===== src/rtl/fetch_bank_sched.sv =====
// Bank-conflict scheduler: splits a group of up to four fetch reads into conflict-free
// rounds for the eight-bank SRAM and returns the whole group as one response.
// Optional build macro FETCH_MERGE_EN: lanes with equal addr[7:1] share one access.
module fetch_bank_sched #(
    parameter int ADDR_W = 8,
    parameter int DATA_W = 72
) (
    input  logic                  i_fire,
    input  logic                  rst,
    input  logic                  i_req_valid,
    output logic                  o_req_ready,
    input  logic [4*ADDR_W-1:0]   i_req_addr,
    input  logic [3:0]            i_req_mask,
    input  logic                  i_wr_busy,
    output logic                  o_read_en,
    output logic [4*ADDR_W-1:0]   o_readAddr,
    input  logic [4*DATA_W-1:0]   i_datas,
    output logic                  o_resp_valid,
    input  logic                  i_resp_ready,
    output logic [4*DATA_W-1:0]   o_resp_data
);

    typedef enum logic [1:0] {
        ST_IDLE    = 2'd0,
        ST_ISSUE   = 2'd1,
        ST_CAPTURE = 2'd2,
        ST_RESP    = 2'd3
    } state_t;

    state_t                  state_r;
    state_t                  next_state_s;
    logic                    ready_r;
    logic                    resp_valid_r;
    logic [4*ADDR_W-1:0]     addr_r;
    logic [3:0]              pending_r;
    logic [3:0]              issued_r;
    logic [4*DATA_W-1:0]     data_r;
    logic [3:0]              issue_set_s;
    logic [ADDR_W-1:0]       low_addr_s;
    logic                    accept_s;

    // Two lanes may not share a round when they hit the same bank on different rows;
    // without merging, any shared bank is a conflict.
    function automatic logic lanes_conflict(input logic [ADDR_W-1:0] a,
                                            input logic [ADDR_W-1:0] b);
`ifdef FETCH_MERGE_EN
        lanes_conflict = (a[3:1] == b[3:1]) && (a[ADDR_W-1:1] != b[ADDR_W-1:1]);
`else
        lanes_conflict = (a[3:1] == b[3:1]);
`endif
    endfunction

    assign accept_s     = (state_r == ST_IDLE) && i_req_valid && ready_r;
    assign o_req_ready  = ready_r;
    assign o_resp_valid = resp_valid_r;
    assign o_resp_data  = data_r;

    // Issue set: a pending lane goes out unless a lower pending lane conflicts with it.
    always_comb begin
        issue_set_s = 4'b0000;
        for (int k = 0; k < 4; k++) begin
            issue_set_s[k] = pending_r[k];
            for (int j = 0; j < k; j++) begin
                issue_set_s[k] = issue_set_s[k] &
                    ~(pending_r[j] & lanes_conflict(addr_r[j*ADDR_W +: ADDR_W],
                                                    addr_r[k*ADDR_W +: ADDR_W]));
            end
        end
    end

    // Address of the lowest issued lane; scanning downward lets the lowest win.
    always_comb begin
        low_addr_s = {ADDR_W{1'b0}};
        for (int k = 3; k >= 0; k--) begin
            if (issue_set_s[k]) begin
                low_addr_s = addr_r[k*ADDR_W +: ADDR_W];
            end else begin
                low_addr_s = low_addr_s;
            end
        end
    end

    // SRAM read port; idle lanes mirror the lowest issued lane to avoid stray bank selects.
    always_comb begin
        o_read_en  = 1'b0;
        o_readAddr = {(4*ADDR_W){1'b0}};
        if ((state_r == ST_ISSUE) && !i_wr_busy) begin
            o_read_en = 1'b1;
            for (int k = 0; k < 4; k++) begin
                if (issue_set_s[k]) begin
                    o_readAddr[k*ADDR_W +: ADDR_W] = addr_r[k*ADDR_W +: ADDR_W];
                end else begin
                    o_readAddr[k*ADDR_W +: ADDR_W] = low_addr_s;
                end
            end
        end else begin
            o_read_en  = 1'b0;
            o_readAddr = {(4*ADDR_W){1'b0}};
        end
    end

    // Next-state logic.
    always_comb begin
        next_state_s = state_r;
        case (state_r)
            ST_IDLE: begin
                if (accept_s) begin
                    next_state_s = (i_req_mask == 4'b0000) ? ST_RESP : ST_ISSUE;
                end else begin
                    next_state_s = ST_IDLE;
                end
            end
            ST_ISSUE: begin
                if (i_wr_busy) begin
                    next_state_s = ST_ISSUE;
                end else begin
                    next_state_s = ST_CAPTURE;
                end
            end
            ST_CAPTURE: begin
                if ((pending_r & ~issued_r) == 4'b0000) begin
                    next_state_s = ST_RESP;
                end else begin
                    next_state_s = ST_ISSUE;
                end
            end
            ST_RESP: begin
                if (i_resp_ready) begin
                    next_state_s = ST_IDLE;
                end else begin
                    next_state_s = ST_RESP;
                end
            end
            default: next_state_s = ST_IDLE;
        endcase
    end

    // State register and registered handshake outputs.
    always_ff @(posedge i_fire or negedge rst) begin
        if (!rst) begin
            state_r      <= ST_IDLE;
            ready_r      <= 1'b0;
            resp_valid_r <= 1'b0;
        end else begin
            state_r      <= next_state_s;
            ready_r      <= (next_state_s == ST_IDLE);
            resp_valid_r <= (next_state_s == ST_RESP);
        end
    end

    // Group datapath: latched addresses, pending/issued lanes and the response buffer.
    always_ff @(posedge i_fire or negedge rst) begin
        if (!rst) begin
            addr_r    <= {(4*ADDR_W){1'b0}};
            pending_r <= 4'b0000;
            issued_r  <= 4'b0000;
            data_r    <= {(4*DATA_W){1'b0}};
        end else begin
            case (state_r)
                ST_IDLE: begin
                    if (accept_s) begin
                        addr_r    <= i_req_addr;
                        pending_r <= i_req_mask;
                        issued_r  <= 4'b0000;
                        data_r    <= {(4*DATA_W){1'b0}};
                    end
                end
                ST_ISSUE: begin
                    if (!i_wr_busy) begin
                        issued_r <= issue_set_s;
                    end
                end
                ST_CAPTURE: begin
                    pending_r <= pending_r & ~issued_r;
                    for (int k = 0; k < 4; k++) begin
                        if (issued_r[k]) begin
                            data_r[k*DATA_W +: DATA_W] <= i_datas[k*DATA_W +: DATA_W];
                        end
                    end
                end
                default: begin
                end
            endcase
        end
    end

endmodule

===== config.mk =====
export PLATFORM = sky130hd
export DESIGN_NAME = fetch_bank_sched
export DESIGN_NICKNAME = d
export VERILOG_FILES = /design/src/rtl/fetch_bank_sched.sv
export SDC_FILE = /design/constraint.sdc
export NUM_CORES = 1
export LEC_CHECK = 0
export ABC_AREA = 1
export BUFFER_PORTS_ARGS = -buffer_cell sky130_fd_sc_hd__buf_2
export CAP_MARGIN = 20
export CELL_PAD_IN_SITES_DETAIL_PLACEMENT = 1
export CELL_PAD_IN_SITES_GLOBAL_PLACEMENT = 1
export CORE_AREA = 2 2 250 252
export DETAILED_ROUTE_END_ITERATION = 6
export DIE_AREA = 0 0 252 254
export PLACE_DENSITY_LB_ADDON = 0.1
export SYNTH_ARGS = -nofsm -noshare
export SYNTH_HDL_FRONTEND = slang
export SYNTH_SLANG_ARGS = --single-unit

===== constraint.sdc =====
create_clock -name i_fire -period 1.9 [get_ports i_fire]
set_clock_uncertainty 0.05 [all_clocks]
set_input_delay 0.19 -clock i_fire [delete_from_list [all_inputs] [get_ports i_fire]]
set_output_delay 0.19 -clock i_fire [all_outputs]
set_load 0.02 [all_outputs]

==> impl_metrics.csv <==
group,metric,value,unit
drt,drc,0,
timing,hold-worst-slack,0.109,ns
global_routing,grt_usage,20.9,%
yosys,syn_inst,1652,
layout,fin_util,41.2,%
clocking,path_clk_slew,0.06,ns
timing,rsz0062_at_grt,"true",
yosys,synth.net_count,1981,
timing,slew_violations,0,
layout,multiInputGateArea,5720,µm²
clocking,numClockSinks,332,
timing,layout_worst_path_cycle_share,142,%
die,die_w,252,µm
pwr,finalPower,0.0426,W
worst_setup_path,crit_type,"flip-flop to output pin",
worst_setup_path,cp-start-kind,"flip-flop",
layout,regArea,8320,µm²
timing,hold_viol,0,
global_routing,overflow,0,
die,dieArea,64000,µm²
die,ios,652,
timing,tightest_slew,0.614,ns
global_routing,grt_pass1_wl,104000,µm
global_routing,grt_pass1_vias,17400,
pwr,vdd_drop_max,0.000636,V
die,core,61300,µm²
timing,setup_viol,32,
layout,nets,3032,
drt,vias,16200,
worst_setup_path,rrSetupSlack,0.13,ns
timing,fin_ws,-0.803,ns
timing,relSlewSlack,59.1,%
global_routing,grt_max_degree,101,
place,dp_hpwl,47900,µm
place,dpl_cell_area,19500,µm²
pwr,powerDensity,1690,nW/µm²
die,fp-row-count,91,
job,cap_viol_max_count,0,
clocking,cts_tree,"built",
layout,design_area,25200,µm²
global_routing,antenna_found_initial,6,
place,port_buffers,651,
yosys,async_flop_share,100,%
yosys,synth_area,14500,µm²
yosys,yosys_warnings,0,
pwr,power_frac_seq,29.4,%
yosys,synthFlopType,"dfrtp_1",
drt,viasPerCell,4.60,
drt,drt_first_pass_iters,5,
outcome,status,"finished with violations",
timing,min_period,2.70,ns
worst_setup_path,critPathRequiredTime,1.66,ns
worst_setup_path,reg2regPathDepth,9,
worst_setup_path,crit_arrival,2.46,ns
outcome,violations,"negative setup slack",
die,floorplan.initialDensity,23.7,%
yosys,synth_edf_count,0,
clocking,cts.htree.levels,2,
hold_path,hold_class,"input pin to flip-flop",
worst_setup_path,crit_path_end_kind,"output pin",
place,gp_congestion,0.829,
yosys,ys_seq_area_share,57.3,%
clocking,cts_buffers,42,
yosys,synth_seq_cells,332,
clocking,clockRootBuffer,"clkbuf_16",
layout,area_growth,74.0,%
clocking,clockBufferDepth,3,
drt,routed_wl,69600,µm
layout,fill_cells,7184,
drt,ant_nets,0,
pwr,pwr-share-comb,50.9,%
hold_path,hold_path_depth,5,
drt,drt_iter0_drc,717,
pwr,p_sw,0.0190,W
pwr,clock_power_share,19.8,%
die,die_h,254,µm
worst_setup_path,crit_fanout,8,
yosys,ys_types,32,
pwr,p_int,0.0236,W
yosys,avgSynthCellArea,8.78,µm²
pwr,netSwitchingFraction,44.7,%
timing,tns,-22.05,ns
timing,fmax,0.370,GHz
layout,drive_gt1_share,38.5,%
pwr,p_leak,13.6,nW
clocking,worstSkewPairLatency,0.55,ns
drt,avgRoutedWirePerCell,19.7,µm
## final timing paths
check	start	endpoint
hold / removal	i_wr_busy	issued_r[2]
min in group asynchronous	rst	addr_r[15]
max in group asynchronous	rst	o_resp_data[209]
setup reg to reg	state_r[1]	o_resp_data[259]
hold reg to reg	o_resp_data[101]	o_resp_data[101]
setup / recovery	addr_r[11]	o_readAddr[19]
## worst max-delay path, cell delays in order (launching register included)
cell and delay (ns):
dfrtp_2 0.46, buf_6 0.14, o21ai_2 0.13, a21oi_2 0.04, nand4_1 0.13, nand2_4 0.13
buf_8 0.17, buf_6 0.12, nand2_2 0.07, nand2_4 0.07, nand3_2 0.07, nand2_1 0.07
nor2_1 0.13, buf_4 0.16
## placed cells by master, fill, tap and decap left out, drive strengths merged
| master | n |
|---|---|
| xnor2 | 3 |
| nor3 | 1 |
| a21oi | 28 |
| and2 | 1 |
| clkinv | 11 |
| o21ai | 81 |
| nor2 | 55 |
| diode | 4 |
| inv | 101 |
| dfrtp | 332 |
| nand3 | 557 |
| nand4 | 4 |
| mux2 | 20 |
| nand2 | 327 |
| o22ai | 4 |
| dlygate4sd3 | 328 |
| o311ai | 1 |
| o221ai | 1 |
| clkbuf | 64 |
| bufinv | 4 |
| nand3b | 5 |
| buf | 808 |
## timing repair
action | 4_1_cts | 5_1_grt
setup buffers | 10 | 18
pin swaps | 24 | 62
endpoints found under the hold margin | 497 | 0
resized for setup | 98 | 118
cloned | 2 | 2
hold buffers | 328 | 0
setup endpoints to repair | 33 | 136
## through the flow
stage	worst slack (ns)	cells
final	-0.803	3530
after global routing	-0.978	3528
after CTS	-0.770	3507
after detailed placement	-0.292	3090
after global placement	-0.237	3090
after floorplan	0.00825	1652
## per-layer routing
metal  share of wire [%]  global-route usage (%)  up-vias
met1                  40                    25.0     8002
li1                    -                       -     7619
met3                 6.8                    5.97      120
met2                  49                    35.5      480
met5               0.059                       0        -
met4                 3.6                    8.01        6
## flip-flops by register name, summed over array words and instances (netlist names)
signal	flops
state_r	2
o_req_ready	1
pending_r	4
issued_r	4
o_resp_data	288
addr_r	32
o_resp_valid	1
## area by class of cell
cell class	count	area share (%)
multi-input combinational	1088	22.6
clock buffer	62	4.98
clock inverter	15	0.709
antenna	4	0.0396
tap	790	3.92
sequential	332	33.0
inverter	101	1.53
timing repair buffer	1138	33.2
## cell usage after synthesis, types with 4 or more instances
cell      number  area [µm²]
nand3_1      553        2770
dfrtp_1      332        8310
nand2_1      321        1200
inv_1         95         357
clkbuf_1      87         327
o21ai_0       74         370
nor2_1        42         158
buf_2         30         150
a21oi_1       27         135
mux2_2        20         225
nor2_2        10        62.6
buf_4          7        52.6
inv_2          5        18.8
nand2_2        5        31.3
nand3b_1       5        37.5
o21ai_1        5        25.0
buf_1          4        15.0
nand3_2        4        40.0
o22ai_1        4        25.0
## power by group through the flow
stage	Clock [W]	Sequential (W)	Combinational [W]
finish	0.00843	0.0125	0.0217
global route	0.00896	0.0130	0.0235
CTS	0.00866	0.0125	0.0205
detailed placement	0	0.0125	0.0191
global placement	0	0.0124	0.0189
floorplan	0	0.0160	0.00692
## kinds of logic (layout without fill, tap and decap cells)
family / count (synthesis) / after routing / synth area share (%)
compound gates: 115 / 115 / 4.13
buf+inv: 232 / 1316 / 6.61
simple gates: 950 / 950 / 30.3
flops: 332 / 332 / 57.3
mux: 20 / 20 / 1.55
other cells: 0 / 4 / 0
xor+xnor: 3 / 3 / 0.181
Power figures use the tool's default switching activity.
